File: config.mk
export PLATFORM = sky130hd
export DESIGN_NAME = hack_rom_loader_flat
export DESIGN_NICKNAME = d
export VERILOG_FILES = /design/src/rtl/hack_rom_loader_if.sv /design/src/rtl/hack_rom_loader.sv /design/src/flat_wrapper.sv
export SDC_FILE = /design/constraint.sdc
export NUM_CORES = 1
export LEC_CHECK = 0
export CAP_MARGIN = 20
export CORE_MARGIN = 10
export CORE_UTILIZATION = 55
export CTS_BUF_LIST = sky130_fd_sc_hd__clkbuf_2
export CTS_CLUSTER_SIZE = 10
export DETAILED_ROUTE_END_ITERATION = 10
export GPL_TIMING_DRIVEN = 1
export PLACE_DENSITY = 0.81
export SLEW_MARGIN = 0
export SYNTH_ARGS = -nofsm -noshare
export SYNTH_HDL_FRONTEND = slang
export SYNTH_SLANG_ARGS = --single-unit
File: constraint.sdc
create_clock -name clock -period 3.9 [get_ports clock]
set_input_delay 0.39 -clock clock [delete_from_list [all_inputs] [get_ports clock]]
set_output_delay 0.39 -clock clock [all_outputs]
set_load 0.005 [all_outputs]
File: src/rtl/hack_rom_loader_if.sv
// hack_rom_loader_if: byte-receive handshake (rx_valid/rx_data/rx_ready) and ROM write port (rom_we/rom_addr/rom_wdata)
interface hack_rom_loader_if #(parameter int ADDR_WIDTH = 15) ();
  logic                  rx_valid;
  logic [7:0]            rx_data;
  logic                  rx_ready;
  logic                  rom_we;
  logic [ADDR_WIDTH-1:0] rom_addr;
  logic [15:0]           rom_wdata;
  modport master (output rx_valid, rx_data, input rx_ready, rom_we, rom_addr, rom_wdata);
  modport slave (input rx_valid, rx_data, output rx_ready, rom_we, rom_addr, rom_wdata);
endinterface

File: src/rtl/hack_rom_loader.sv
// hack_rom_loader: framed byte stream to ROM writes; ports clock/reset, bus (rx in, rom out), cpu_reset/done/error/words_loaded status
module hack_rom_loader #(
  parameter int         ADDR_WIDTH = 15,
  parameter logic [7:0] SYNC_BYTE  = 8'hA5
) (
  input  logic                clock,
  input  logic                reset,
  hack_rom_loader_if.slave    bus,
  output logic                cpu_reset,
  output logic                done,
  output logic                error,
  output logic [ADDR_WIDTH:0] words_loaded
);
  typedef enum logic [2:0] {IDLE, LEN_HI, LEN_LO, DATA_HI, DATA_LO, CHECK, RUN, ERROR} state_t;
  localparam logic [16:0] CAP = 17'(1) << ADDR_WIDTH;
  state_t                state_q, state_d;
  logic [15:0]           len_q, len_d, len_new;
  logic [7:0]            hi_q, hi_d, sum_q, sum_d;
  logic                  rom_we_q, rom_we_d;
  logic [ADDR_WIDTH-1:0] rom_addr_q, rom_addr_d;
  logic [15:0]           rom_wdata_q, rom_wdata_d;
  logic [ADDR_WIDTH:0]   words_q, words_d, words_inc;
  logic                  cpu_reset_q, cpu_reset_d, done_q, done_d, error_q, error_d;
  logic                  take, chk_ok, too_long;
  assign bus.rx_ready  = state_q != RUN && state_q != ERROR;
  assign take          = bus.rx_valid && bus.rx_ready;
  assign len_new       = {len_q[15:8], bus.rx_data};
  assign words_inc     = words_q + {{ADDR_WIDTH{1'b0}}, 1'b1};
  assign chk_ok        = bus.rx_data == sum_q;
  assign too_long      = {1'b0, len_new} > CAP;
  assign bus.rom_we    = rom_we_q;
  assign bus.rom_addr  = rom_addr_q;
  assign bus.rom_wdata = rom_wdata_q;
  assign cpu_reset     = cpu_reset_q;
  assign done          = done_q;
  assign error         = error_q;
  assign words_loaded  = words_q;
  always_comb begin
    state_d     = state_q;
    len_d       = len_q;
    hi_d        = hi_q;
    sum_d       = sum_q;
    rom_we_d    = 1'b0;
    rom_addr_d  = rom_addr_q;
    rom_wdata_d = rom_wdata_q;
    words_d     = words_q;
    cpu_reset_d = cpu_reset_q;
    done_d      = done_q;
    error_d     = error_q;
    if (take) begin
      case (state_q)
        IDLE: if (bus.rx_data == SYNC_BYTE) begin
          state_d = LEN_HI;
          sum_d   = 8'h00;
          words_d = '0;
        end
        LEN_HI: begin
          len_d[15:8] = bus.rx_data;
          sum_d       = sum_q + bus.rx_data;
          state_d     = LEN_LO;
        end
        LEN_LO: begin
          len_d   = len_new;
          sum_d   = sum_q + bus.rx_data;
          error_d = too_long;
          state_d = len_new == 16'd0 ? CHECK : too_long ? ERROR : DATA_HI;
        end
        DATA_HI: begin
          hi_d    = bus.rx_data;
          sum_d   = sum_q + bus.rx_data;
          state_d = DATA_LO;
        end
        DATA_LO: begin
          rom_we_d    = 1'b1;
          rom_addr_d  = words_q[ADDR_WIDTH-1:0];
          rom_wdata_d = {hi_q, bus.rx_data};
          words_d     = words_inc;
          sum_d       = sum_q + bus.rx_data;
          state_d     = 17'(words_inc) == {1'b0, len_q} ? CHECK : DATA_HI;
        end
        CHECK: begin
          state_d     = chk_ok ? RUN : ERROR;
          done_d      = chk_ok;
          cpu_reset_d = !chk_ok;
          error_d     = !chk_ok;
        end
        default: ;
      endcase
    end
  end
  always_ff @(posedge clock) begin
    if (reset) begin
      state_q     <= IDLE;
      len_q       <= '0;
      hi_q        <= '0;
      sum_q       <= '0;
      rom_we_q    <= 1'b0;
      rom_addr_q  <= '0;
      rom_wdata_q <= '0;
      words_q     <= '0;
      cpu_reset_q <= 1'b1;
      done_q      <= 1'b0;
      error_q     <= 1'b0;
    end else begin
      state_q     <= state_d;
      len_q       <= len_d;
      hi_q        <= hi_d;
      sum_q       <= sum_d;
      rom_we_q    <= rom_we_d;
      rom_addr_q  <= rom_addr_d;
      rom_wdata_q <= rom_wdata_d;
      words_q     <= words_d;
      cpu_reset_q <= cpu_reset_d;
      done_q      <= done_d;
      error_q     <= error_d;
    end
  end
endmodule

File: src/flat_wrapper.sv
// flat-port wrapper written by rule: the top's interface ports become plain ports
module hack_rom_loader_flat 
#(
  parameter int         ADDR_WIDTH = 15,
  parameter logic [7:0] SYNC_BYTE  = 8'hA5
)
  (clock, reset, cpu_reset, done, error, words_loaded, bus_rx_valid, bus_rx_data, bus_rx_ready, bus_rom_we, bus_rom_addr, bus_rom_wdata);
  hack_rom_loader_if #(.ADDR_WIDTH(ADDR_WIDTH)) bus_i ();
  input  logic clock;
  input  logic reset;
  output logic cpu_reset;
  output logic done;
  output logic error;
  output logic [ADDR_WIDTH:0] words_loaded;
  input wire logic [$bits(bus_i.rx_valid)-1:0] bus_rx_valid;
  input wire logic [$bits(bus_i.rx_data)-1:0] bus_rx_data;
  output wire logic [$bits(bus_i.rx_ready)-1:0] bus_rx_ready;
  output wire logic [$bits(bus_i.rom_we)-1:0] bus_rom_we;
  output wire logic [$bits(bus_i.rom_addr)-1:0] bus_rom_addr;
  output wire logic [$bits(bus_i.rom_wdata)-1:0] bus_rom_wdata;
  assign bus_i.rx_valid = bus_rx_valid;
  assign bus_i.rx_data = bus_rx_data;
  assign bus_rx_ready = bus_i.rx_ready;
  assign bus_rom_we = bus_i.rom_we;
  assign bus_rom_addr = bus_i.rom_addr;
  assign bus_rom_wdata = bus_i.rom_wdata;
  hack_rom_loader #(.ADDR_WIDTH(ADDR_WIDTH), .SYNC_BYTE(SYNC_BYTE)) u_core (.clock(clock), .reset(reset), .bus(bus_i), .cpu_reset(cpu_reset), .done(done), .error(error), .words_loaded(words_loaded));
endmodule
==> impl_metrics.ini, run 1 <==
[outcome]
outcome = finished clean

[global_routing]
grt_start_max_net_pins = 72
grt_usage = 0.184
grt_pass1_wl_um = 17700
antenna_found_initial = 0
grt_overflow_total = 0
first_global_vias = 3682

[yosys]
synth_enable_flop_cells = 0
ys_async_sr_fraction = 0
synth_area_leaders = dfxtp_1 41%, nand2_1 7.3%, a21oi_1 6.3%
synth_area_leader_cell = dfxtp_1
synthCells = 525
synthesis.nets = 548
synth_area_um2 = 4240
synth_top_area_frac = 0.406
synthAdderAreaFrac = 0.0372
synth-compound-area-share = 0.173
avgSynthCellArea_um2 = 8.08
synth_seq_area_share = 0.406
synth_ff_type = dfxtp_1
yosysWarnings = 0
ys_ff_latch = 86
synthDistinctLibCells = 52
synth-xor-area-share = 0.0496
synthMuxAreaShare = 0.0566
yosys.area_share.simple = 0.232
synth_top_family_by_area = simple AND/OR/NAND/NOR gates

[detailed_routing]
wl_met3_um = 670
num_vias = 3880
antenna_left = 0
initialDrtViolationCount = 299
top_layer = met4
wl_met2_um = 5190
wl_met1_um = 4630
wl_per_cell_um = 16.0
viasPerCell = 5.83
totalWireLength_um = 10700
drc = 0
firstDrtPassIters = 5

[clocking]
cts.clk_slew.worst_paths_ns = 0.25
postCtsHoldBufs = 0
postCtsSetupBuffers = 0
clock_latency_ns = 0.55
cts_resized = 0
cts_inserted_buffers = 9
clk_path_buf_depth = 2
cts_tree = yes
cts.htree.levels = 3
clockRootBuffer = clkbuf_2
clock-sinks = 86

[setup_path]
path_max_fanout = 20
rr_worst_depth = 9
cp.arrival_ns = 3.43
worstPathRequired_ns = 4.35
critPathLaunchType = register
setup.worst_path.class = register to register
end_kind = register

[sta]
fmax_ghz = 0.336
worstMarginPinSlew_ns = 0.806
maxSlewHeadroom = 0.459
finalHoldViolations = 0
period_share = 0.763
slew_viol_final = 0
setup_viol = 0
rsz0062_at_grt = false
layout_min_cycle_time_ns = 2.97
finalClockSkew_ns = 0.0194
fin_setup_tns_ns = 0
hold_ws_ns = 0.449

[min_path]
hp-class = input port to register
min_path_cells = 3

[finish]
stdcell_area_um2 = 5010
diodes = 0
fillers = 639
area_delta_synth_final_pct = 18.1
layout-drive-gt1-share = 0.0476
final_nets = 585
fin_util = 0.680

[die]
fp.coreArea_um2 = 7370
die_area_um2 = 11600
die_h_um = 108
core.rowCount = 31
die_w_um = 108
initial_utilization = 0.576
io-pin-count = 63

[power_and_ir_drop]
p_leak_nw = 1.85
p_per_area_nw_per_um2 = 288
ir_worst_vdd_mv = 0.191

[placed_design]
place_congestion = 0.876
io_buffers = 62
dp_hpwl_um = 7550
placed_area_um2 = 4850

[flow_run]
drv_cap = 0
[worst max-delay path, stage by stage, from the launching register on]
cell	delay, ns
dfxtp_1	0.78
ha_1	0.28
nor2b_1	0.09
nand2_1	0.17
nor3_2	0.06
nand2b_1	0.55
clkinv_1	0.47
and2_1	0.25
o21ai_0	0.13
o31ai_1	0.08
[sequential cells by signal, indices dropped and copies added (netlist names)]
signal / cells
u_core.cpu_reset: 1
u_core.sum_q: 8
u_core.bus.rom_we: 1
u_core.hi_q: 8
u_core.state_q: 3
u_core.bus.rom_wdata: 16
u_core.len_q: 16
u_core.done: 1
u_core.words_loaded: 16
u_core.error: 1
u_core.bus.rom_addr: 15
[power breakdown]
| group | internal (W) | total [W] | switching (W) | leakage (nW) |
|---|---|---|---|---|
| registers | 0.000882 | 0.000883 | 0.000000413 | 0.692 |
| logic | 0.0000191 | 0.0000524 | 0.0000334 | 1.08 |
| clock network | 0.000162 | 0.000505 | 0.000343 | 0.0763 |
[stage by stage]
step / total power (W) / instances / setup slack [ns]
2_1_floorplan: 0.000926 / 525 / 1.44
3_3_place_gp: 0.000950 / 649 / 0.998
3_5_place_dp: 0.000951 / 649 / 0.959
4_1_cts: 0.00145 / 665 / 0.987
5_1_grt: 0.00149 / 666 / 0.600
6_report: 0.00144 / 666 / 0.925
[kinds of logic (layout without fill, tap and decap cells)]
| family | Yosys count | in the layout |
|---|---|---|
| AND/OR/NAND/NOR | 209 | 209 |
| multiplexers | 24 | 24 |
| flip-flops | 86 | 86 |
| AO/OA/AOI/OAI | 123 | 123 |
| adder cells (fa/ha/maj) | 12 | 12 |
| XOR/XNOR | 24 | 24 |
| buffers and inverters | 47 | 89 |
[per-layer routing]
metal,track usage,vias up
li1,-,1913
met1,0.222,1856
met2,0.305,97
met3,0.0539,14
met4,0.0649,0
met5,0,-
[Yosys cell counts, types with 3 or more instances]
| cell | instances |
|---|---|
| nand3_1 | 10 |
| and3_1 | 4 |
| nand2b_1 | 7 |
| nand2_1 | 82 |
| xnor2_1 | 14 |
| a21o_1 | 4 |
| nor2_1 | 57 |
| ha_1 | 11 |
| a31oi_1 | 7 |
| mux2i_1 | 24 |
| nand4_1 | 7 |
| xor2_1 | 10 |
| a22oi_1 | 4 |
| nor4_1 | 7 |
| inv_1 | 5 |
| o21ai_0 | 31 |
| dfxtp_1 | 86 |
| or3_1 | 7 |
| o31ai_1 | 3 |
| buf_2 | 4 |
| o41ai_1 | 3 |
| nor2b_1 | 6 |
| a21oi_1 | 53 |
| and4_1 | 6 |
| nor3_1 | 6 |
| clkbuf_1 | 34 |
[cell type report]
type / instances / area [um^2] / share of cell area
Clock buffer: 9 / 45.0 / 0.00899
Inverter: 6 / 22.5 / 0.00450
Tap cell: 99 / 124 / 0.0247
Timing Repair Buffer: 67 / 673 / 0.134
Sequential cell: 86 / 1720 / 0.344
Multi-Input combinational cell: 392 / 2330 / 0.466
Clock inverter: 7 / 88.8 / 0.0177
[layout by cell type, fill, tap and decap left out, drive strengths merged, types with 2 or more instances in the layout]
master and instances:
a211oi 2, a21o 4, a21oi 53, a221oi 2, a22oi 4, a31oi 7
a41oi 2, and2 2, and3 4, and4 6, buf 6, clkbuf 9
clkdlybuf4s50 61, clkinv 3, dfxtp 86, ha 11, inv 8, mux2i 24
nand2 82, nand2b 7, nand3 11, nand3b 2, nand4 7, nor2 57
nor2b 6, nor3 6, nor4 7, o2111ai 2, o211ai 2, o21ai 31
o31ai 3, o41ai 3, or3 7, xnor2 14, xor2 10
[worst paths after layout]
| kind | from | endpoint | slack, ns |
|---|---|---|---|
| max | u_core.state_q[1]$_SDFFE_PP0P_ | u_core.words_loaded[14]$_SDFFE_PP0P_ | 0.93 |
| min | reset | u_core.len_q[5]$_SDFFE_PP0P_ | 0.45 |
| min reg2reg | u_core.hi_q[6]$_SDFFE_PP0P_ | u_core.bus.rom_wdata[14]$_SDFFE_PP0P_ | 0.47 |
| max reg2reg | u_core.state_q[1]$_SDFFE_PP0P_ | u_core.words_loaded[14]$_SDFFE_PP0P_ | 0.93 |
Power figures use the tool's default switching activity.
==> run 2, diff against run 1 <==
Settings changed: CORE_UTILIZATION 55 to 51, PLACE_DENSITY 0.81 to 0.79.
Clock period 3.9 ns to 2.45 ns, I/O delays scaled along.
==> run 2 against run 1 <==
Effect of this change: register-to-register slack lost 0.85 ns; largest power group unchanged; clock power grew 64%; count of clock-buffer cells in the layout is the same; sequential cell count is the same; first-iteration DRC count shrank 21%; critical endpoint is now u_core.state_q[2]$_SDFFE_PP0P_.
==> impl_metrics.ini, run 2 (synthesis results as in run 1) <==
[setup_path]
rr_worst_depth = 9
crit_chain = buf_4 -> buf_4 -> xnor2_1 -> a311o_1 -> or3_1 -> a211oi_2 -> o2111ai_2 -> o2111ai_1 -> and4bb_1
r2r_start = u_core.words_loaded[0]$_SDFFE_PP0P_
cp.buffers_inverters = 2
slowest_delay_ns = 0.40
cp.arrival_ns = 2.91
cp_common_cell = buf_4
rrSetupSlack_ns = 0.08
end_kind = register
path_max_fanout = 7
setup.worst_path.class = register to register
critPathLaunchType = register
worstPathRequired_ns = 2.99
rr_endpoint = u_core.state_q[2]$_SDFFE_PP0P_
cpMaxStageDelayCell = dfxtp_2
critical_path.top_delay_family = compound AO/OA/AOI/OAI gates

[sta]
slew_viol_final = 0
rsz0062_at_grt = false
finalHoldViolations = 0
layout_min_cycle_time_ns = 2.37
period_share = 0.969
finalClockSkew_ns = 0.0169
setup_viol = 0
hold_ws_ns = 0.132
fmax_ghz = 0.421
maxSlewHeadroom = 0.453
worstMarginPinSlew_ns = 0.800

[min_path]
worstHoldStart = reset
min_to = u_core.sum_q[7]$_SDFFE_PP0P_
hp-class = input port to register
min_path_cells = 3

[finish]
area_delta_synth_final_pct = 28.1
layoutNonFillerInstCount = 726
layout-drive-gt1-share = 0.145
final_nets = 639
diodes = 0
layout_commonest_cell = dfxtp_1
fin_util = 0.668
stdcell_area_um2 = 5440
final_cell_mix = 83 x dfxtp_1, 82 x nand2_1, 61 x clkdlybuf4s50_1

[detailed_routing]
initialDrtViolationCount = 235
totalWireLength_um = 11700
drc = 0
antenna_left = 0
num_vias = 4143
wl_per_cell_um = 16.2
firstDrtPassIters = 5
viasPerCell = 5.71

[global_routing]
grt_overflow_total = 0
grt_pass1_wl_um = 19300
grt_usage = 0.182
grt_start_max_net_pins = 47
antenna_found_initial = 0
first_global_vias = 4072

[outcome]
outcome = finished clean

[clocking]
clock-sinks = 86
cts.htree.levels = 3
clk_path_buf_depth = 2
cts.clk_slew.worst_paths_ns = 0.26
cts_inserted_buffers = 9
clockRootBuffer = clkbuf_2
cts_tree = yes
clock_latency_ns = 0.57
postCtsHoldBufs = 0

[power_and_ir_drop]
p_per_area_nw_per_um2 = 430
p_seq_frac = 0.602
p_sw_w = 0.000628
comb_power_share = 0.044
clkPwrFrac = 0.354
ir_worst_vdd_mv = 0.220
p_leak_nw = 2.12
switching_share = 0.269
p_int_w = 0.00171

[placed_design]
placed_area_um2 = 5260
place_congestion = 0.893
io_buffers = 62
dp_cells = 709
dp_hpwl_um = 8620

[die]
io-pin-count = 63
core.rowCount = 33
initial_utilization = 0.521
die_w_um = 111
fp.coreArea_um2 = 8130
die_area_um2 = 12400
die_h_um = 111

[flow_run]
drv_cap = 0
## run 2: final cells by class
class | count | area (um^2)
clock buffers | 9 | 45.0
inverters | 6 | 22.5
clock inverters | 7 | 83.8
fillers | 687 | 2700
repair buffers | 121 | 1060
multi-input cells | 392 | 2370
flip-flops and latches | 86 | 1730
well taps | 105 | 131
## run 2: power by group through the flow
stage / logic, W / clock network (W) / registers [W]
detailed placement: 0.000101 / 0 / 0.00143
floorplan: 0.0000441 / 0 / 0.00143
CTS: 0.000102 / 0.000821 / 0.00140
global placement: 0.0000999 / 0 / 0.00143
global route: 0.000111 / 0.000882 / 0.00141
finish: 0.000103 / 0.000827 / 0.00141
## run 2: worst reg2reg max path: stages (launching register included)
cell and delay, ns:
dfxtp_2 0.40, buf_4 0.13, buf_4 0.15, xnor2_1 0.13, a311o_1 0.32, or3_1 0.37, a211oi_2 0.19, o2111ai_2 0.22
o2111ai_1 0.23, and4bb_1 0.21
## run 2: worst max-delay path by stage
stage | startpoint | endpoint | depth (start not counted)
floorplan | u_core.words_loaded[0]$_SDFFE_PP0P_ | u_core.state_q[2]$_SDFFE_PP0P_ | 10
global placement | bus_rx_data[1] | u_core.words_loaded[10]$_SDFFE_PP0P_ | 8
detailed placement | bus_rx_data[1] | u_core.words_loaded[14]$_SDFFE_PP0P_ | 8
CTS | u_core.words_loaded[1]$_SDFFE_PP0P_ | u_core.state_q[2]$_SDFFE_PP0P_ | 8
global route | u_core.words_loaded[0]$_SDFFE_PP0P_ | u_core.state_q[2]$_SDFFE_PP0P_ | 9
finish | u_core.words_loaded[0]$_SDFFE_PP0P_ | u_core.state_q[2]$_SDFFE_PP0P_ | 9
## run 2: what timing repair did
item | CTS | global route
pin swaps | 1 | 3
hold endpoints to repair | 0 | 0
gates resized for setup | 4 | 6
buffers inserted | 1 | 0
endpoints found under the setup margin | 1 | 4
## run 2: stage by stage
stage               TNS [ns]  power (W)  worst slack (ns)
finish                     0    0.00234            0.0769
global route               0    0.00240           0.00993
CTS                        0    0.00233           0.00264
detailed placement     -5.84    0.00153            -0.404
global placement       -3.90    0.00153            -0.256
floorplan                  0    0.00147            0.0275
## run 2: layer usage
layer	share of wire	vias up	wire length, um	GRT usage
met5	0	-	0	0
met4	0.026	0	300	0.0754
met3	0.070	28	820	0.0476
met2	0.48	131	5690	0.308
met1	0.42	1958	4940	0.212
li1	-	2026	-	-
==> run 3, diff against run 2 <==
Settings changed: HOLD_SLACK_MARGIN set to 0.06.
==> results of run 3 <==
The final DEF is identical to that of run 2; final timing and power are the same.
